===== src/rtl/decrement_borrow_counter.sv =====
// Loadable N+1-bit down-counter with a registered one-cycle borrow pulse on underflow
// and one-shot or periodic reload, sequenced by a small IDLE/RUN/DONE controller.
module decrement_borrow_counter #(
    parameter int N = 3
) (
    input  logic       clock,
    input  logic       reset,
    input  logic       start,
    input  logic       stop,
    input  logic       en,
    input  logic       periodic,
    input  logic [N:0] d,
    output logic [N:0] q,
    output logic       borrow,
    output logic       busy,
    output logic       done
);

    typedef enum logic [1:0] {
        IDLE = 2'd0,
        RUN  = 2'd1,
        DONE = 2'd2
    } state_t;

    localparam logic [N:0] ONE  = {{N{1'b0}}, 1'b1};
    localparam logic [N:0] ZERO = '0;

    state_t     state;
    logic [N:0] reload;

    // Priority is stop, then start, then counting; underflow reloads or stops, never wraps.
    always_ff @(posedge clock or negedge reset) begin
        if (!reset) begin
            state  <= IDLE;
            q      <= ZERO;
            reload <= ZERO;
            borrow <= 1'b0;
            busy   <= 1'b0;
            done   <= 1'b0;
        end else begin
            borrow <= 1'b0;
            if (stop) begin
                state <= IDLE;
                busy  <= 1'b0;
                done  <= 1'b0;
            end else if (start) begin
                q      <= d;
                reload <= d;
                state  <= RUN;
                busy   <= 1'b1;
                done   <= 1'b0;
            end else if (state == RUN && en) begin
                if (q != ZERO) begin
                    q <= q - ONE;
                end else begin
                    borrow <= 1'b1;
                    if (periodic) begin
                        q <= reload;
                    end else begin
                        state <= DONE;
                        busy  <= 1'b0;
                        done  <= 1'b1;
                    end
                end
            end
        end
    end

endmodule

===== config.mk =====
export PLATFORM = sky130hd
export DESIGN_NAME = decrement_borrow_counter
export DESIGN_NICKNAME = d
export VERILOG_FILES = /design/src/rtl/decrement_borrow_counter.sv
export SDC_FILE = /design/constraint.sdc
export NUM_CORES = 1
export LEC_CHECK = 0
export BUFFER_PORTS_ARGS = -buffer_cell sky130_fd_sc_hd__buf_2
export CAP_MARGIN = 5
export CORE_AREA = 8 8 45 47
export CTS_BUF_LIST = sky130_fd_sc_hd__clkbuf_16
export DETAILED_ROUTE_END_ITERATION = 8
export DIE_AREA = 0 0 53 55
export HOLD_SLACK_MARGIN = 0.06
export MAX_ROUTING_LAYER = met4
export PLACE_DENSITY = 0.68
export SYNTH_ARGS = -nofsm -noshare
export SYNTH_HDL_FRONTEND = slang
export SYNTH_SLANG_ARGS = --single-unit

===== constraint.sdc =====
create_clock -name clock -period 2 [get_ports clock]
set_clock_uncertainty 0.1 [all_clocks]
set_input_delay 0.4 -clock clock [delete_from_list [all_inputs] [get_ports clock]]
set_output_delay 0.4 -clock clock [all_outputs]
set_load 0.01 [all_outputs]

# After elaboration in Yosys (flattened, before gate mapping)
# Index checks and enable logic that the tools add are counted.
[op_classes]
n_eq_ne = 3
multipliers = 0
div_mod_pow = 0
magnitude_cmp = 0
reduce_logical = 8
n_shift = 0
add_sub_neg = 1
muxes = 23
bitwise_logic = 1
[op_table]
columns = ["op", "n"]
rows = [
  ["two-way mux 4 bit", 4],
  ["two-way mux 1 bit", 14],
  ["two-way mux 2 bit", 5],
  ["inequality test 3 bit (second input constant)", 2],
  ["AND reduction 3 bit", 2],
  ["nonzero test 3 bit", 2],
  ["nonzero test 4 bit", 1],
  ["subtractor 4 x 1 -> 4 bit (second input constant)", 1],
  ["equality test 2 x 1 -> 1 bit (second input constant)", 1],
  ["AND reduction 2 bit", 1],
  ["nonzero test 2 bit", 1],
  ["logical AND 1 bit", 1],
  ["NOT 1 bit", 1],
]
[word_totals]
in_bits = 10
elab_cells = 42
romBits = 0
out_inout_bits = 7
register_bits = 13
n_memories = 0
mem_bits_rw = 0
latchBits = 0

# Depth between registers and ports, before layout
[depth]
ltp_word = 5
depth_mapped = 6

# Least setup slack after synthesis
# Ideal clock, no wire load.
[synth_timing]
path_type = "register to register"
startpoint = "register q[0]"
endpoint = "register q[1]"
required_time_ps = 1774
slack_ps = 267
arrival_ps = 1507
synth_period_minus_slack_ps = 1733
n_path_buf = 0
stages_incl_launch_ff = 7
cell_sequence = "dfrtp_1 -> inv_1 -> ha_1 -> or3b_4 -> o21ba_1 -> a22oi_2 -> mux2i_1"
[synth_between]
elab_chain_len = 4
elab_cells_between_ends = 7
[synth_lines]
columns = ["item", "line_no", "text"]
rows = [
  ["start, declared", "13", "output logic [N:0] q,"],
  ["start signal, assigned", "54", "q <= q - ONE;"],
  ["start signal, assigned", "58", "q <= reload;"],
  ["subtractor 4 x 1 -> 4 bit / nonzero test 4 bit (equally long branches)", "54, 53", ""],
  ["two-way mux 4 bit", "53", "if (q != ZERO) begin"],
  ["two-way mux 4 bit", "52", "end else if (state == RUN && en) begin"],
  ["two-way mux 4 bit", "46", "end else if (start) begin"],
]
# Parallel ways exist; a longest one is shown, timed or not. The select of a mux whose other input is x is not followed.
# A chain may end at the register's enable or synchronous reset.

# Worst setup path in the final report
[layout_timing]
startpoint = "register q[0]"
endpoint = "register q[0]"
# The elaborated chain is that of the path after synthesis.

==> run metrics <==
Worst-Margin Slew=0.3411 ns; area after detailed placement=686.9 um^2; unique cell type count in the Yosys netlist=25; part of the power in the clock network=42.9%; Final Instance Count excl. Fillers=93; launching instance or port of the critical path=q[0]; ANT nets after route=0; number of standard cells after synthesis=56; Rel. slew slack=77.20%; minimum setup slack after placement=0.1885 ns; area used by multi-input combinational logic=289.0 um^2; final count of pins violating max slew=0; TritonCTS buffer count=3; area leader, netlist=sky130_fd_sc_hd__dfrtp_1; crit-path max FO=6; power dissipated by switching net loads=0.2214 mW; Seq/Total Area, Yosys=47.11%; Pint=0.6085 mW; IO Pins=17; number of violations of the max-capacitance limit=0; 1st-pass router iterations=4; category of the most critical setup path=reg -> reg; clock sink count=11; synthesized net count=67; aggregate negative setup slack=0 ns; sort of element at the start of the critical path=register; Period Utilization, post-route=90.80%; clock period minus final worst setup slack=1.816 ns; count of hold-fix buffers inserted at cts=1; Clk Latency, worst-skew pair=0.24 ns; final setup violation count=0; # diodes=0; synthesized area per cell=10.43 um^2; setup slack on the worst flop-to-flop path=0.18 ns; Routability Congestion=0.7975; Area growth syn-to-layout=32.76%; number of warnings issued by yosys=0; required time of the critical path=2.02 ns; count of filler cells inserted in the layout=128; VDD IR-drop max=0.0005714 V; initial core utilization=42.22%; detailed placement HPWL=1.006 mm; Reg clk slew, reported paths=0.04 ns; Critical Path Sink Type=register; upper clock frequency limit=550.7 MHz; wire length of the first global-routing pass=2.249 mm; fraction of power spent switching nets=26.68%; Core ar.=1384 um^2; top cells by area in the synthesized netlist=sky130_fd_sc_hd__dfrtp_1, sky130_fd_sc_hd__mux2_2, sky130_fd_sc_hd__a21oi_1, sky130_fd_sc_hd__mux2i_1, sky130_fd_sc_hd__nand2_1; vias per inst=5.280; unrepaired setup endpoints after global routing=no; number of hold violations in the final report=0; area occupied by registers=275.3 um^2; vias in the first global route=502; cell area after synthesis=584.3 um^2; number of synthesized register bits=11; CTS Root Buffer Type=sky130_fd_sc_hd__clkbuf_16; average wire per standard cell=14.11 um; pwr/cell area=1070 nW/um^2; overall via count from detail_route=491; NumNets Final=89; Leak Pwr=0.3780 nW; worst-case setup margin in the final layout=0.1840 ns; number of cells in the design after placement=88; buffers inserted by post-CTS timing repair=0; Post-route DRC=0; status=completed; vertical die dimension=55 um; starting DRC count in detailed routing=6; Final Instance Area=775.7 um^2; antenna violations before repair=0; TritonCTS clock tree=yes; proportion of netlist area held by the largest area contributor=47.11%; aggregate global routing overflow=0; WP data arrival=1.84 ns; Std-Cell Rows=14; beginning of the worst register-to-register path=q[0]; PostCTS Resize Cnt=0; sequential power share=35.3%; number of buffer cells added on primary ports=16; Post-Route WL=1.312 mm; part of the total power dissipated in combinational logic=21.8%; Die Footprint=2915 um^2; pin count of the biggest net entering global routing=12; overall die width=53 um; share of post-route cells with drive strength above 1=35.06%; GRT Total Usage=10.75%; maximum number of buffers from clock root to sink=2; count of H-tree levels built during CTS=1; Hold/Removal Path Class=in -> reg; start point of the worst hold path=d[0]
path summary, 6_finish.rpt:
kind / endpoint / cells past startpoint
min in group asynchronous: q[2] / 2
max: q[0] / 6
min reg2reg: reload[1] / 1
max in group asynchronous: state[0] / 2
max reg2reg: q[0] / 6
min: reload[0] / 3
sequential cells by signal (all words and copies together) (netlist names):
register,cells
borrow,1
reload,4
done,1
q,4
state,1
logic make-up after synthesis:
group / Yosys count / synth area share (%)
DFF: 11 / 47.11
adders and majority gates: 1 / 2.141
buffers and inverters: 5 / 3.425
and+or+nand+nor: 17 / 16.70
muxes: 5 / 9.207
AOI/OAI and AO/OA: 17 / 21.41
cell usage after synthesis:
library cell	instances
sky130_fd_sc_hd__dfrtp_1	11
sky130_fd_sc_hd__nand2_1	5
sky130_fd_sc_hd__a21oi_1	4
sky130_fd_sc_hd__inv_1	4
sky130_fd_sc_hd__nor2_1	4
sky130_fd_sc_hd__mux2_2	3
sky130_fd_sc_hd__nor3_1	3
sky130_fd_sc_hd__a22oi_1	2
sky130_fd_sc_hd__mux2i_1	2
sky130_fd_sc_hd__o21ai_0	2
sky130_fd_sc_hd__o31ai_1	2
sky130_fd_sc_hd__a211o_1	1
sky130_fd_sc_hd__a21boi_0	1
sky130_fd_sc_hd__a22oi_2	1
sky130_fd_sc_hd__and3b_1	1
sky130_fd_sc_hd__buf_2	1
sky130_fd_sc_hd__ha_1	1
sky130_fd_sc_hd__nor2b_1	1
sky130_fd_sc_hd__nor3b_1	1
sky130_fd_sc_hd__nor4b_2	1
sky130_fd_sc_hd__o21ba_1	1
sky130_fd_sc_hd__o21bai_1	1
sky130_fd_sc_hd__o31a_2	1
sky130_fd_sc_hd__o41ai_1	1
sky130_fd_sc_hd__or3b_4	1
layout by cell type, fill, tap and decap left out, types with 2 or more instances in the layout:
master,netlist,final
sky130_fd_sc_hd__buf_2,1,16
sky130_fd_sc_hd__dfrtp_1,11,11
sky130_fd_sc_hd__inv_1,4,5
sky130_fd_sc_hd__nand2_1,5,5
sky130_fd_sc_hd__nor2_1,4,4
sky130_fd_sc_hd__a21oi_1,4,4
sky130_fd_sc_hd__nor3_1,3,3
sky130_fd_sc_hd__mux2_2,3,3
sky130_fd_sc_hd__clkbuf_16,0,3
sky130_fd_sc_hd__o21ai_0,2,2
sky130_fd_sc_hd__mux2i_1,2,2
sky130_fd_sc_hd__o31ai_1,2,2
sky130_fd_sc_hd__a22oi_1,2,2
per-stage QoR:
stage,power (mW),hold slack [ns],utilization (%)
finish,0.8300,0.2935,56.06
global route,0.8803,0.3142,56.06
CTS,0.8395,0.2957,56.06
detailed placement,0.4766,0.1878,49.64
global placement,0.4723,0.1838,49.64
floorplan,0.4118,0.004409,-
power groups by stage:
stage	Combinational (mW)	Sequential [mW]	Clock, mW
final	0.181	0.293	0.356
after global routing	0.209	0.298	0.373
after CTS	0.185	0.292	0.363
after detailed placement	0.181	0.295	0
after global placement	0.179	0.293	0
after floorplan	0.114	0.298	0
layer usage:
metal / track usage, % / vias up / routed length (um)
met2: 16.41 / 15 / 573
met3: 4.011 / 3 / 93
li1: - / 250 / -
met1: 12.19 / 223 / 623
met4: 5.172 / 0 / 22
met5: - / - / 0
layout make-up:
class	instances	share of cell area, %
Multi-Input combinational cell	40	37.26
Clock inverter	1	0.4839
Timing Repair Buffer	18	12.58
Sequential cell	11	35.48
Inverter	4	1.935
Tap cell	16	2.581
Clock buffer	3	9.677
worst max-delay path, cell delays in order, from the launching register on:
cell	delay, ns
sky130_fd_sc_hd__dfrtp_1	0.42
sky130_fd_sc_hd__inv_1	0.10
sky130_fd_sc_hd__ha_1	0.22
sky130_fd_sc_hd__or3b_4	0.42
sky130_fd_sc_hd__a21oi_1	0.15
sky130_fd_sc_hd__nor3_1	0.06
sky130_fd_sc_hd__a211o_1	0.22
Note: power is estimated with default switching activity, not from simulation.
